**src/rtl/pind_input_port.sv**
```systemverilog
// Port D input block: two-flop synchronizer, per-pin debounce, stable PIND value,
// masked sticky pin-change flags and a single level interrupt toward the core.
module pind_input_port #(
  parameter int DEBOUNCE_CYCLES = 4,
  parameter int CNT_W           = 8
) (
  input  logic       clock,
  input  logic       reset,
  input  logic [7:0] PIND_pins_in,
  output logic [7:0] PIND_data_out,
  input  logic       PCMSK_write_en,
  input  logic [7:0] PCMSK_data_in,
  output logic [7:0] PCMSK_out,
  input  logic       PCIFR_clear_en,
  input  logic [7:0] PCIFR_clear_data,
  output logic [7:0] PCIFR_out,
  output logic       PCINT_irq
);

  localparam logic [CNT_W-1:0] CNT_MAX = CNT_W'(DEBOUNCE_CYCLES - 1);

  logic [7:0]       sync1_r;
  logic [7:0]       sync2_r;
  logic [7:0]       stable_r;
  logic [CNT_W-1:0] cnt_r     [8];
  logic [7:0]       pcmsk_r;
  logic [7:0]       pcifr_r;

  logic [7:0]       stable_nxt_s;
  logic [CNT_W-1:0] cnt_nxt_s [8];
  logic [7:0]       accept_s;
  logic [7:0]       set_s;
  logic [7:0]       clr_s;
  logic [7:0]       pcifr_nxt_s;

  // Per-pin debounce: count consecutive mismatches against the stable level
  always_comb begin
    stable_nxt_s = stable_r;
    accept_s     = 8'h00;
    for (int i = 0; i < 8; i++) begin
      cnt_nxt_s[i] = cnt_r[i];
      if (sync2_r[i] == stable_r[i]) begin
        cnt_nxt_s[i] = '0;
      end else if (cnt_r[i] == CNT_MAX) begin
        stable_nxt_s[i] = sync2_r[i];
        cnt_nxt_s[i]    = '0;
        accept_s[i]     = 1'b1;
      end else begin
        cnt_nxt_s[i] = cnt_r[i] + CNT_W'(1);
      end
    end
  end

  // Flag next state: accepted edges gated by the pre-write mask; set beats clear
  always_comb begin
    set_s       = accept_s & pcmsk_r;
    clr_s       = {8{PCIFR_clear_en}} & PCIFR_clear_data;
    pcifr_nxt_s = set_s | (pcifr_r & ~clr_s);
  end

  // State registers with synchronous reset taking priority over all inputs
  always_ff @(posedge clock) begin
    if (reset) begin
      sync1_r  <= 8'h00;
      sync2_r  <= 8'h00;
      stable_r <= 8'h00;
      pcmsk_r  <= 8'h00;
      pcifr_r  <= 8'h00;
      for (int i = 0; i < 8; i++) begin
        cnt_r[i] <= '0;
      end
    end else begin
      sync1_r  <= PIND_pins_in;
      sync2_r  <= sync1_r;
      stable_r <= stable_nxt_s;
      pcifr_r  <= pcifr_nxt_s;
      if (PCMSK_write_en) begin
        pcmsk_r <= PCMSK_data_in;
      end else begin
        pcmsk_r <= pcmsk_r;
      end
      for (int i = 0; i < 8; i++) begin
        cnt_r[i] <= cnt_nxt_s[i];
      end
    end
  end

  assign PIND_data_out = stable_r;
  assign PCMSK_out     = pcmsk_r;
  assign PCIFR_out     = pcifr_r;
  assign PCINT_irq     = |pcifr_r;

endmodule

```
**config.mk**
```make
export PLATFORM = sky130hd
export DESIGN_NAME = pind_input_port
export DESIGN_NICKNAME = d
export VERILOG_FILES = /design/src/rtl/pind_input_port.sv
export SDC_FILE = /design/constraint.sdc
export NUM_CORES = 1
export LEC_CHECK = 0
export BUFFER_PORTS_ARGS = -buffer_cell sky130_fd_sc_hd__buf_2
export CAP_MARGIN = 20
export CORE_ASPECT_RATIO = 0.6
export CORE_MARGIN = 1.5
export CORE_UTILIZATION = 35
export DETAILED_ROUTE_END_ITERATION = 16
export PLACE_DENSITY = 0.59
export SLEW_MARGIN = 20
export SYNTH_ARGS = -nofsm -noshare
export SYNTH_HDL_FRONTEND = slang
export SYNTH_SLANG_ARGS = --single-unit
export TNS_END_PERCENT = 5
```
**constraint.sdc**
```tcl
create_clock -name clock -period 1.9 [get_ports clock]
set_input_delay 0 -clock clock [delete_from_list [all_inputs] [get_ports clock]]
set_output_delay 0 -clock clock [all_outputs]
set_load 0.05 [all_outputs]
```
==> flow_metrics.env <==
export IMPL_outcome="complete, no violations"
export IMPL_grt_pass1_vias=3246
export IMPL_cts_tree="yes"
export IMPL_crit_required_ns=2.11
export IMPL_criticalPathCategory="reg -> reg"
export IMPL_ys_flop_type="dfxtp_1"
export IMPL_syn_inst=457
export IMPL_drtIter0Drc=183
export IMPL_p_per_area_nw_per_um2=842.5
export IMPL_p_int_w=0.003474
export IMPL_io_buffers=52
export IMPL_layout_area_seq_um2=2082
export IMPL_worstHoldPathType="in -> reg"
export IMPL_root_buffer="clkbuf_16"
export IMPL_syn_nets=493
export IMPL_setup_violations=0
export IMPL_start_kind="flip-flop"
export IMPL_skew_ns=0.006945
export IMPL_dieArea_um2=12910
export IMPL_fin_setup_tns_ns=0
export IMPL_synthArstFlopShare_pct=0
export IMPL_cts_resized=0
export IMPL_routedWlPerCell_um=13.54
export IMPL_start_util_pct=35.68
export IMPL_drc=0
export IMPL_routed_via_density=4.930
export IMPL_final_cell_mix="dfxtp_1 (104), buf_2 (52), nor2_1 (45), nand3_1 (41), o21ai_0 (30)"
export IMPL_holdBufCountCts=17
export IMPL_nNetsFinal=567
export IMPL_crit_chain="ha_1 -> or4b_4 -> o211ai_2 -> nor2_1"
export IMPL_antenna_found_initial=0
export IMPL_rows=31
export IMPL_drive_gt1_share_pct=16.64
export IMPL_drv_cap=0
export IMPL_drt_total_wl_um=9476
export IMPL_htreeDepth=3
export IMPL_cts_max_path_buffers=2
export IMPL_numCtsBuffers=9
export IMPL_netlist_area_um2=4277
export IMPL_overflow=0
export IMPL_crit_buf_inv=0
export IMPL_post_route_util_pct=43.52
export IMPL_hold_viol=0
export IMPL_p_sw_w=0.0009206
export IMPL_slew_viol_final=0
export IMPL_drtPass1Iterations=4
export IMPL_slowest_stage="or4b_4"
export IMPL_synth_edf_count=0
export IMPL_cts_setup_buffers=0
export IMPL_period_share_pct=92.13
export IMPL_cts_sinks=104
export IMPL_ant_nets=0
export IMPL_dieHeight_um=88.63
export IMPL_synth_distinct_cells=40
export IMPL_avgSynthCellArea_um2=9.358
export IMPL_combPwrFrac_pct=4.4
export IMPL_arrival_ns=1.97
export IMPL_cpLargestDelayFamily="simple AND/OR/NAND/NOR gates"
export IMPL_crit_fanout=8
export IMPL_worstMarginPinSlew_ns=0.4639
export IMPL_clk_latency_ns=0.34
export IMPL_seq_power_share_pct=50.8
export IMPL_cpPeakStageDelay_ns=0.50
export IMPL_leakagePower_nw=1.930
export IMPL_rsz0062_at_grt="false"
export IMPL_fmax_mhz=571.3
export IMPL_die_x_um=145.7
export IMPL_fillers=1169
export IMPL_clockPowerShare_pct=44.8
export IMPL_netSwitchingFraction_pct=20.95
export IMPL_syn2layout_area_growth_pct=21.97
export IMPL_grt_pass1_wl_um=15860
export IMPL_hold_depth=3
export IMPL_track_usage_pct=15.47
export IMPL_grt_max_degree=38
export IMPL_clkTransAtPathRegs_ns=0.07
export IMPL_gp_congestion=0.8059
export IMPL_period_needed_ns=1.750
export IMPL_ys_warn_count=0
export IMPL_crit_cells=4
export IMPL_multi_input_area_um2=2072
export IMPL_r2r_cells=4
export IMPL_slew_headroom_pct=68.64
export IMPL_crit_path_end_kind="flip-flop"
export IMPL_ys_ff_latch=104
export IMPL_max_vdd_ir_drop_v=0.0004456
export IMPL_diodes=0
export IMPL_yosysSeqAreaShare_pct=48.68
export IMPL_final_common_cell="dfxtp_1"
export IMPL_dp_hpwl_um=6733
export IMPL_coreArea_um2=11990
export IMPL_io_pins=53
export IMPL_num_vias=3451
cell usage after synthesis, types with 10 or more instances:
library cell	number	share of area, %
dfxtp_1	104	49
nor2_1	45	3.9
nand3_1	41	4.8
o21ai_0	30	3.5
or3_1	28	4.1
a21oi_1	26	3.0
xor2_1	22	4.5
nand2_1	19	1.7
nor2b_1	16	2.3
inv_1	14	1.2
xnor2_1	10	2.0
per-layer routing:
layer	track usage, %	part of all wire [%]
met5	0	0
met4	3.803	0.85
met3	4.691	5.2
met2	23.42	42
met1	21.63	52
path summary, 6_finish.rpt:
check / end / start / slack [ns]
setup / recovery: cnt_r[0][2] / cnt_r[0][0] / 0.15
hold / removal: PCIFR_out[7] / PCIFR_clear_data[7] / 0.03
setup reg to reg: cnt_r[0][2] / cnt_r[0][0] / 0.15
hold reg to reg: sync2_r[7] / sync1_r[7] / 0.44
final cells by class:
class,instances,share of cell area (%)
clock inverters,5,1.559
multi-input cells,326,39.72
repair buffers,76,9.259
well taps,165,3.958
flip-flops and latches,104,39.91
clock buffers,10,4.581
inverters,14,1.007
worst min-delay path, cell delays in order:
cell and delay (ns):
buf_2 0.07, a21boi_0 0.07, o21a_1 0.17
sequential cells by signal, indices dropped and copies added (netlist names):
register and flops:
PCIFR_out 8, cnt_r 64, PIND_data_out 8, sync2_r 8
PCMSK_out 8, sync1_r 8
power groups by stage:
stage / combinational (W) / clock [W] / sequential [W]
6_report: 0.000193 / 0.00197 / 0.00223
5_1_grt: 0.000210 / 0.00213 / 0.00223
4_1_cts: 0.000195 / 0.00203 / 0.00223
3_5_place_dp: 0.000168 / 0 / 0.00228
3_3_place_gp: 0.000166 / 0 / 0.00228
2_1_floorplan: 0.0000695 / 0 / 0.00231
cells by family (layout without fill, tap and decap cells):
group           after synthesis  count (layout)  synth area share (%)
buf+inv                      27             105                 2.867
flops                       104             104                 48.68
compound gates               83              83                 12.76
simple gates                195             195                 24.93
fa+ha+maj                     8               8                 2.341
mux                           8               8                 1.873
xor+xnor                     32              32                 6.553
metrics by stage:
stage	hold slack (ns)	total power, W	area, µm²	worst slack [ns]	std cells
2_1_floorplan	0.1282	0.002380	4277	0.3445	457
4_1_cts	0.02568	0.004454	5216	0.1605	700
5_1_grt	0.04452	0.004572	5216	0.02830	700
3_5_place_dp	0.2149	0.002449	4726	0.1574	668
6_report	0.02605	0.004395	5216	0.1496	700
3_3_place_gp	0.2071	0.002446	4726	0.2405	668
No activity file was read; power rests on OpenSTA's default activity.
